## src/rtl/seg7_pkg.sv

```systemverilog
// Seven-segment patterns ({g,f,e,d,c,b,a}, active-high) and BCD helpers shared
// by the digit cells and the display scanner.
package seg7_pkg;

  localparam logic [6:0] SEG_0     = 7'h3F;
  localparam logic [6:0] SEG_1     = 7'h06;
  localparam logic [6:0] SEG_2     = 7'h5B;
  localparam logic [6:0] SEG_3     = 7'h4F;
  localparam logic [6:0] SEG_4     = 7'h66;
  localparam logic [6:0] SEG_5     = 7'h6D;
  localparam logic [6:0] SEG_6     = 7'h7D;
  localparam logic [6:0] SEG_7     = 7'h07;
  localparam logic [6:0] SEG_8     = 7'h7F;
  localparam logic [6:0] SEG_9     = 7'h6F;
  localparam logic [6:0] SEG_BLANK = 7'h00;

  function automatic logic [6:0] bcd_to_seg(input logic [3:0] digit);
    case (digit)
      4'd0:    return SEG_0;
      4'd1:    return SEG_1;
      4'd2:    return SEG_2;
      4'd3:    return SEG_3;
      4'd4:    return SEG_4;
      4'd5:    return SEG_5;
      4'd6:    return SEG_6;
      4'd7:    return SEG_7;
      4'd8:    return SEG_8;
      4'd9:    return SEG_9;
      default: return SEG_BLANK;
    endcase
  endfunction

  // Mod-10 increment, gated by inc.
  function automatic logic [3:0] bcd_next(input logic [3:0] d, input logic inc);
    if (!inc) return d;
    return (d == 4'd9) ? 4'd0 : d + 4'd1;
  endfunction

endpackage

```

## src/rtl/bcd_digit.sv

```systemverilog
// One decade of the BCD ripple chain; carry_out is combinational so the whole
// chain settles before a single edge.
module bcd_digit
  import seg7_pkg::*;
(
  input  logic       clk,
  input  logic       reset,
  input  logic       carry_in,
  output logic [3:0] digit,
  output logic       carry_out
);

  logic [3:0] digit_q;

  assign digit     = digit_q;
  assign carry_out = carry_in && (digit_q == 4'd9);

  // NOTE: sequential state uses <= so every flop samples pre-edge values;
  // reset is synchronous, so it lives inside the clocked branch.
  always_ff @(posedge clk) begin
    if (!reset) digit_q <= 4'd0;
    else        digit_q <= bcd_next(digit_q, carry_in);
  end

endmodule

```

## src/rtl/count_display_scan.sv

```systemverilog
// Extends an upstream mod-10 units count into a DIGITS-wide BCD value and
// scans it onto a multiplexed seven-segment display.
module count_display_scan
  import seg7_pkg::*;
#(
  parameter int DIGITS     = 4,
  parameter int SCAN_DIV   = 50000,
  parameter int ACTIVE_LOW = 1
) (
  input  logic                clk,
  input  logic                reset,
  input  logic [3:0]          count_in,
  input  logic                hold,
  output logic [4*DIGITS-1:0] value_bcd,
  output logic [6:0]          seg,
  output logic                dp,
  output logic [DIGITS-1:0]   an,
  output logic                overflow,
  output logic                err
);

  localparam int SCAN_W  = $clog2(DIGITS);
  localparam int PRESC_W = $clog2(SCAN_DIV);
  localparam logic INV   = (ACTIVE_LOW != 0);
  localparam logic [SCAN_W-1:0]  SCAN_LAST  = SCAN_W'(DIGITS - 1);
  localparam logic [PRESC_W-1:0] PRESC_LAST = PRESC_W'(SCAN_DIV - 1);
  localparam logic [DIGITS-1:0]  AN_RST     = DIGITS'(1);

  logic [3:0]          count_q;
  logic                count_legal;
  logic [DIGITS-1:0]   carry;
  logic [4*DIGITS-1:0] value_d;
  logic [4*DIGITS-1:0] latch_q;
  logic                overflow_q, err_q;
  logic [PRESC_W-1:0]  presc_q;
  logic [SCAN_W-1:0]   scan_q;
  logic [DIGITS-1:0]   an_q, an_d, an_act;
  logic [6:0]          seg_q, seg_d, seg_act;
  logic [DIGITS-1:0]   blank;
  logic                upper_zero;
  logic [3:0]          cur_digit;

  // Out-of-range inputs are rejected, so a 9->0 carry only comes from a legal 0.
  assign count_legal = (count_in <= 4'd9);
  assign carry[0]    = (count_q == 4'd9) && (count_in == 4'd0);

  assign value_bcd[3:0] = count_q;

  for (genvar g = 1; g < DIGITS; g++) begin : g_digit
    bcd_digit u_digit (
      .clk       (clk),
      .reset     (reset),
      .carry_in  (carry[g-1]),
      .digit     (value_bcd[4*g +: 4]),
      .carry_out (carry[g])
    );
  end

  // Next value of the whole chain, so the display latch tracks without lag.
  always_comb begin
    // NOTE: every combinational output gets a default first so no latch is inferred.
    value_d      = value_bcd;
    value_d[3:0] = count_legal ? count_in : count_q;
    for (int i = 1; i < DIGITS; i++) begin
      value_d[4*i +: 4] = bcd_next(value_bcd[4*i +: 4], carry[i-1]);
    end
  end

  always_ff @(posedge clk) begin
    if (!reset) begin
      count_q    <= 4'd0;
      overflow_q <= 1'b0;
      err_q      <= 1'b0;
      latch_q    <= '0;
    end else begin
      if (count_legal)       count_q    <= count_in;
      else                   err_q      <= 1'b1;
      if (carry[DIGITS-1])   overflow_q <= 1'b1;
      if (!hold)             latch_q    <= value_d;
    end
  end

  always_ff @(posedge clk) begin
    if (!reset) begin
      presc_q <= '0;
      scan_q  <= '0;
    end else if (presc_q == PRESC_LAST) begin
      presc_q <= '0;
      scan_q  <= (scan_q == SCAN_LAST) ? '0 : scan_q + SCAN_W'(1);
    end else begin
      presc_q <= presc_q + PRESC_W'(1);
    end
  end

  // Blank position i when it and everything above it are zero.
  always_comb begin
    upper_zero = 1'b1;
    blank      = '0;
    for (int i = DIGITS - 1; i >= 1; i--) begin
      upper_zero = upper_zero && (latch_q[4*i +: 4] == 4'd0);
      blank[i]   = upper_zero;
    end
    cur_digit      = latch_q[{scan_q, 2'b00} +: 4];
    seg_act        = blank[scan_q] ? SEG_BLANK : bcd_to_seg(cur_digit);
    an_act         = '0;
    an_act[scan_q] = 1'b1;
    seg_d          = INV ? ~seg_act : seg_act;
    an_d           = INV ? ~an_act  : an_act;
  end

  always_ff @(posedge clk) begin
    if (!reset) begin
      an_q  <= INV ? ~AN_RST : AN_RST;
      seg_q <= INV ? ~SEG_0  : SEG_0;
    end else begin
      an_q  <= an_d;
      seg_q <= seg_d;
    end
  end

  assign an       = an_q;
  assign seg      = seg_q;
  assign dp       = INV;
  assign overflow = overflow_q;
  assign err      = err_q;

endmodule

```

## config.mk

```make
export PLATFORM = sky130hd
export DESIGN_NAME = count_display_scan
export DESIGN_NICKNAME = d
export VERILOG_FILES = /design/src/rtl/seg7_pkg.sv /design/src/rtl/bcd_digit.sv /design/src/rtl/count_display_scan.sv
export SDC_FILE = /design/constraint.sdc
export NUM_CORES = 1
export LEC_CHECK = 0
export ABC_AREA = 1
export BUFFER_PORTS_ARGS = -buffer_cell sky130_fd_sc_hd__buf_2
export CAP_MARGIN = 10
export CORE_MARGIN = 2
export CORE_UTILIZATION = 53
export CTS_BUF_LIST = sky130_fd_sc_hd__clkbuf_4 sky130_fd_sc_hd__clkbuf_8
export DETAILED_ROUTE_END_ITERATION = 6
export GPL_ROUTABILITY_DRIVEN = 0
export MAX_ROUTING_LAYER = met4
export PLACE_DENSITY = 0.73
export SLEW_MARGIN = 20
export SYNTH_ARGS = -nofsm -noshare
export SYNTH_HDL_FRONTEND = slang
export SYNTH_SLANG_ARGS = --single-unit
```

## constraint.sdc

```tcl
create_clock -name clk -period 3.62 [get_ports clk]
set_input_delay 0.362 -clock clk [delete_from_list [all_inputs] [get_ports clk]]
set_output_delay 0.362 -clock clk [all_outputs]
set_load 0.1 [all_outputs]
```

* Word-level counts from Yosys, hierarchy flattened *
Memory sizes are Yosys's and may differ from the RTL's.
Cells that the tools add are included.

word-level totals
  flip-flop bits (word level) = 63
  ROM bits = 112
  output and inout port bits = 30
  logic and storage cells = 67
  memories = 1

memory list
  memory           depth  bits a word  read ports  clocked after memory_dff  write ports  line            source
  (no name shown)  16     7            1           0                         0            seg7_pkg.sv:18  case (digit)

operators by class
  add/subtract/negate cells = 5
  order comparisons = 3
  equality and inequality tests = 9
  shifts and indexed selects = 1
  mux-type cells = 22
  bitwise gates (word level) = 3
  reduce and logical (&&, ||, !) cells = 12

operator list
  kind                     count
  $mux W4                  10
  $add A16 B1 Y16 const B  1
  $eq A16 B16 Y1 const B   1
  $eq A4 B4 Y1 const B     4
  $logic_not A4 Y1         4
  $shiftx A16 B5 Y4        1
  $add A4 B1 Y4 const B    3
  $mux W1                  8
  $logic_and A1 B1 Y1      7
  $mux W7                  1
  $not A7 Y7               1
  $ne A2 B1 Y1 const B     3
  $le A4 B4 Y1 const B     1
  $not A4 Y4               1
  $lt A2 B3 Y1 const B     1
  $add A2 B1 Y2 const B    1
  $bmux W1 S2              1
  $demux W1 S2             1
  $eq A2 B2 Y1 const B     1
  $ge A2 B1 Y1 const B     1
  $mux W2                  1
  $reduce_or A2 Y1         1
  $not A1 Y1               1

* Depth between registers and ports, before layout *
  word-level depth = 7
  depth in mapped cells = 12
  depth with buffers taken out = 12

* Modules after synthesis *
Synthesis repeated with hierarchy kept, for this count alone.

second synthesis, totals
  cell total of the unflattened synthesis = 469
  area, all modules = 3203.1 sq um

by module, submodules not included
  module              instances  cells an instance  area each (sq um)  seq. area each (sq um)
  count_display_scan  1          391                2658.8             1021.0
  bcd_digit           3          26                 181.4              80.1

* Worst setup path after synthesis *
No wires, ideal clock.

  path kind = reg2reg
  start point = reg g_digit[2].u_digit.digit_q[3]
  end point = reg latch_q[15]
  arrival = 1821 ps
  data required time = 3511 ps
  path slack = 1690 ps
  stages on the path, launching flop included = 8
  buffers on the path = 0
  clock period less this slack = 1930 ps
  path through = dfxtp_1 nand2_1 nor2_4 nand3_2 nand2_1 nand3_1 nand2_1 inv_1

between the ends
  longest elaborated chain between the ends = 3

ends and longest elaborated chain
  element                   line                      source
  start: declaration        bcd_digit.sv:13           logic [3:0] digit_q;
  start signal: assignment  bcd_digit.sv:22           else digit_q <= bcd_next(digit_q, carry_in);
  $eq A4 B4 Y1              bcd_digit.sv:16           assign carry_out = carry_in && (digit_q == 4'd9);
  $logic_and A1 B1 Y1       bcd_digit.sv:16
  $mux W4                   seg7_pkg.sv:36            return (d == 4'd9) ? 4'd0 : d + 4'd1;
  end signal: assignment    count_display_scan.sv:79  if (!hold) latch_q <= value_d;
  end: declaration          count_display_scan.sv:33  logic [4*DIGITS-1:0] latch_q;

No other way between the ends.
A chain may end at the register's enable or synchronous reset.

* Worst setup path after layout *
  start point = reg scan_q[0]
  end point = reg seg_q[5] (netlist: seg[5])

between the ends
  longest elaborated chain between the ends = 4
  elaborated cells between the ends (all ways) = 6
  classes of those cells = shift (1); mux (3); bitwise (1); memory (1)

ends and longest elaborated chain
  element                                                  line                                                  source
  start: declaration                                       count_display_scan.sv:36                              logic [SCAN_W-1:0] scan_q;
  start signal: assignment                                 count_display_scan.sv:89                              scan_q <= (scan_q == SCAN_LAST) ? '0 : scan_q + SCAN_W'(1);
  $shiftx A16 B5 Y4 / $bmux W1 S2 (equally long branches)  count_display_scan.sv:103, count_display_scan.sv:104
  $mem_v2 Z16 W7 / $mux W1 (equally long branches)         n/a
  $mux W7 *                                                count_display_scan.sv:104                             seg_act = blank[scan_q] ? SEG_BLANK : bcd_to_seg(cur_digit);
  $not A7 Y7 *                                             count_display_scan.sv:107                             seg_d = INV ? ~seg_act : seg_act;
  end signal: assignment                                   count_display_scan.sv:114                             seg_q <= INV ? ~SEG_0 : SEG_0;
  end signal: assignment                                   count_display_scan.sv:117                             seg_q <= seg_d;
  end: declaration                                         count_display_scan.sv:38                              logic [6:0] seg_q, seg_d, seg_act;

Mark *: on every way between the ends. The rest lies on a longest branch, timed or not. The select of a mux whose other input is x is not followed.

==> results.json <==
{
  "fp.dieArea_um2": 6766,
  "synth_most_common_cell": "nand2_1",
  "post_synth.cell_area_avg_um2": 6.847,
  "yosysUniqueCellTypes": 35,
  "slew_headroom_pct": 57.82,
  "regArea_um2": 1261,
  "drtIter0Drc": 131,
  "fin_tns_setup_ns": 0,
  "final_nets": 527,
  "holdWs_ns": 0.3124,
  "p_leak_nw": 1.745,
  "die_w_um": 82.26,
  "worstMarginPinSlew_ns": 0.6321,
  "setup_viol": 0,
  "ant_nets": 0,
  "overflow": 0,
  "max_freq_ghz": 0.5224,
  "clkTransAtPathRegs_ns": 0.07,
  "wl_met1_mm": 3.117,
  "cap_viol_max_count": 0,
  "startpoint_type": "register",
  "grt_first_pass_wirelength_mm": 11.54,
  "wl_per_cell_um": 11.08,
  "hold_viol_final": 0,
  "combPwrFrac_pct": 13.8,
  "rows": 28,
  "n_antenna_cell": 0,
  "yosys-top-cells-area": "dfxtp_1 (39%), nand2_1 (13%), inv_1 (8.0%), nor2_1 (7.4%), nand3_1 (5.4%)",
  "yosysSeqAreaShare_pct": 38.86,
  "remaining_drc_errors": 0,
  "numClockSinks": 63,
  "cp.required_ns": 3.84,
  "p_clk_share_pct": 36.5,
  "fin_crit_sh_pct": 52.88,
  "clk_latency_ns": 0.35,
  "core_area_um2": 5921,
  "min_period_ns": 1.914,
  "endpoint_kind": "register",
  "viasPerCell": 5.010,
  "synthTopCellsByCount": "nand2_1 (115), inv_1 (69), nor2_1 (64)",
  "intPower_mw": 1.030,
  "seq_power_share_pct": 49.7,
  "postRouteWirelength_mm": 6.527,
  "hp-class": "in2reg",
  "cts_setup_buffers": 0,
  "dr_wl_met3_um": 325,
  "cp.arrival_ns": 2.13,
  "grt_use_total_pct": 22.72,
  "cts_buffers": 9,
  "die_h_um": 82.26,
  "p_switching_uw": 438.1,
  "synthCells": 474,
  "hpwl_mm": 4.786,
  "grt_max_degree": 38,
  "drv_slew": 0,
  "synthArstFlopShare_pct": 0,
  "synth_edf_count": 0,
  "synth_ff_type": "dfxtp_1",
  "cts-root-buf": "clkbuf_8",
  "yosys_warnings": 0,
  "power.density_nw_per_um2": 405.0,
  "portBuffers": 35,
  "cts-resized-gates": 0,
  "cts_buffer_depth": 2,
  "yosysTopAreaCellShare_pct": 38.86,
  "grt_pass1_vias": 2731,
  "multi_input_area_um2": 1649,
  "synth_seq_cells": 63,
  "fin_skew_ns": 0.004828,
  "ir_drop_mv": 0.2152,
  "drive_above_1_share_pct": 15.76,
  "synth_top_area_cell": "dfxtp_1",
  "fillers": 576,
  "antenna_found_initial": 0,
  "run_status": "finished clean",
  "rsz0062_at_grt": "no",
  "vias": 2951,
  "syn_nets": 491,
  "switching_share_pct": 29.85,
  "io_pins": 37,
  "h-tree-depth": 3,
  "worst-setup-path-type": "reg2reg",
  "worstPathMaxFanout": 14,
  "area_growth_pct": 11.68,
  "start_util_pct": 54.82,
  "tritoncts": "built",
  "wl_met2_mm": 2.911,
  "cts_hold_buf": 0,
  "syn_area_um2": 3246,
  "top_layer": "met4",
  "first_pass_iters": 4
}
worst paths after layout:
check / depth (start not counted) / to / slack (ns) / startpoint
worst min-delay path: 2 / an[2] / 0.31 / reset
worst max-delay path: 11 / seg[5] / 1.71 / scan_q[0]
worst min register to register: 1 / presc_q[0] / 0.45 / presc_q[0]
worst max register to register: 11 / seg[5] / 1.71 / scan_q[0]
power by group through the flow:
stage | clock (mW) | sequential, mW | combinational (mW)
floorplan | 0 | 0.820 | 0.0959
global placement | 0 | 0.745 | 0.201
detailed placement | 0 | 0.745 | 0.204
CTS | 0.548 | 0.730 | 0.205
global route | 0.572 | 0.732 | 0.226
finish | 0.535 | 0.729 | 0.203
cells by family after synthesis:
kind of cell | synth area share [%]
AO/OA/AOI/OAI | 8.905
buffers and inverters | 10.33
AND/OR/NAND/NOR | 37.39
XOR/XNOR | 0.5398
other | 0.1155
adder cells (fa/ha/maj) | 3.855
flip-flops | 38.86
flip-flops by register name (all words and copies together), names as in the netlist:
register / cells
presc_q: 16
scan_q: 2
latch_q: 16
g_digit.u_digit.digit: 12
seg: 7
overflow: 1
count_q: 4
an: 4
err: 1
cell usage in the layout, fill, tap and decap left out, types with 3 or more instances in the layout:
| cell type | count |
|---|---|
| nor3_1 | 6 |
| nand2_2 | 8 |
| ha_1 | 10 |
| nand2_4 | 3 |
| inv_2 | 4 |
| nand3_1 | 35 |
| buf_2 | 35 |
| nand4_1 | 8 |
| clkbuf_8 | 10 |
| nand2_1 | 115 |
| inv_1 | 69 |
| o21ai_0 | 15 |
| nor2_1 | 64 |
| a21oi_1 | 31 |
| o21a_1 | 4 |
| clkinv_2 | 3 |
| dfxtp_1 | 63 |
| nand3b_1 | 3 |
| nor2_2 | 3 |
| nand3_2 | 6 |
| nor2_4 | 4 |
worst max-delay path: stages, from the launching register on:
cell and delay, ns:
dfxtp_1 0.58, inv_2 0.20, nand2_1 0.11, nand3_1 0.06, nand2_1 0.17, inv_1 0.08, ha_1 0.19, nand3b_1 0.15
nand2_1 0.09, nor2_1 0.04, nor2_1 0.07, nor2_1 0.04
area by class of cell:
type	instances	share of cell area, %
multi-input combinational	327	45.50
sequential	63	34.79
inverter	74	7.663
timing repair buffer	35	4.833
clock buffer	11	4.004
tap	75	2.589
clock inverter	4	0.6213
metrics by stage:
step	cell area, um^2	utilization [%]	total power, mW	setup slack (ns)	cells
after CTS	3625	61.22	1.483	1.712	589
final	3625	61.22	1.468	1.706	589
after floorplan	3246	-	0.9157	1.690	474
after global placement	3457	58.39	0.9455	1.818	574
after global routing	3625	61.22	1.530	1.459	589
after detailed placement	3457	58.39	0.9496	1.727	574
metal layers:
| layer | vias up | GRT usage [%] |
|---|---|---|
| li1 | 1552 | - |
| met1 | 1317 | 27.88 |
| met2 | 68 | 34.76 |
| met3 | 14 | 5.000 |
| met4 | 0 | 12.33 |
| met5 | - | - |
Power figures use the tool's default switching activity.
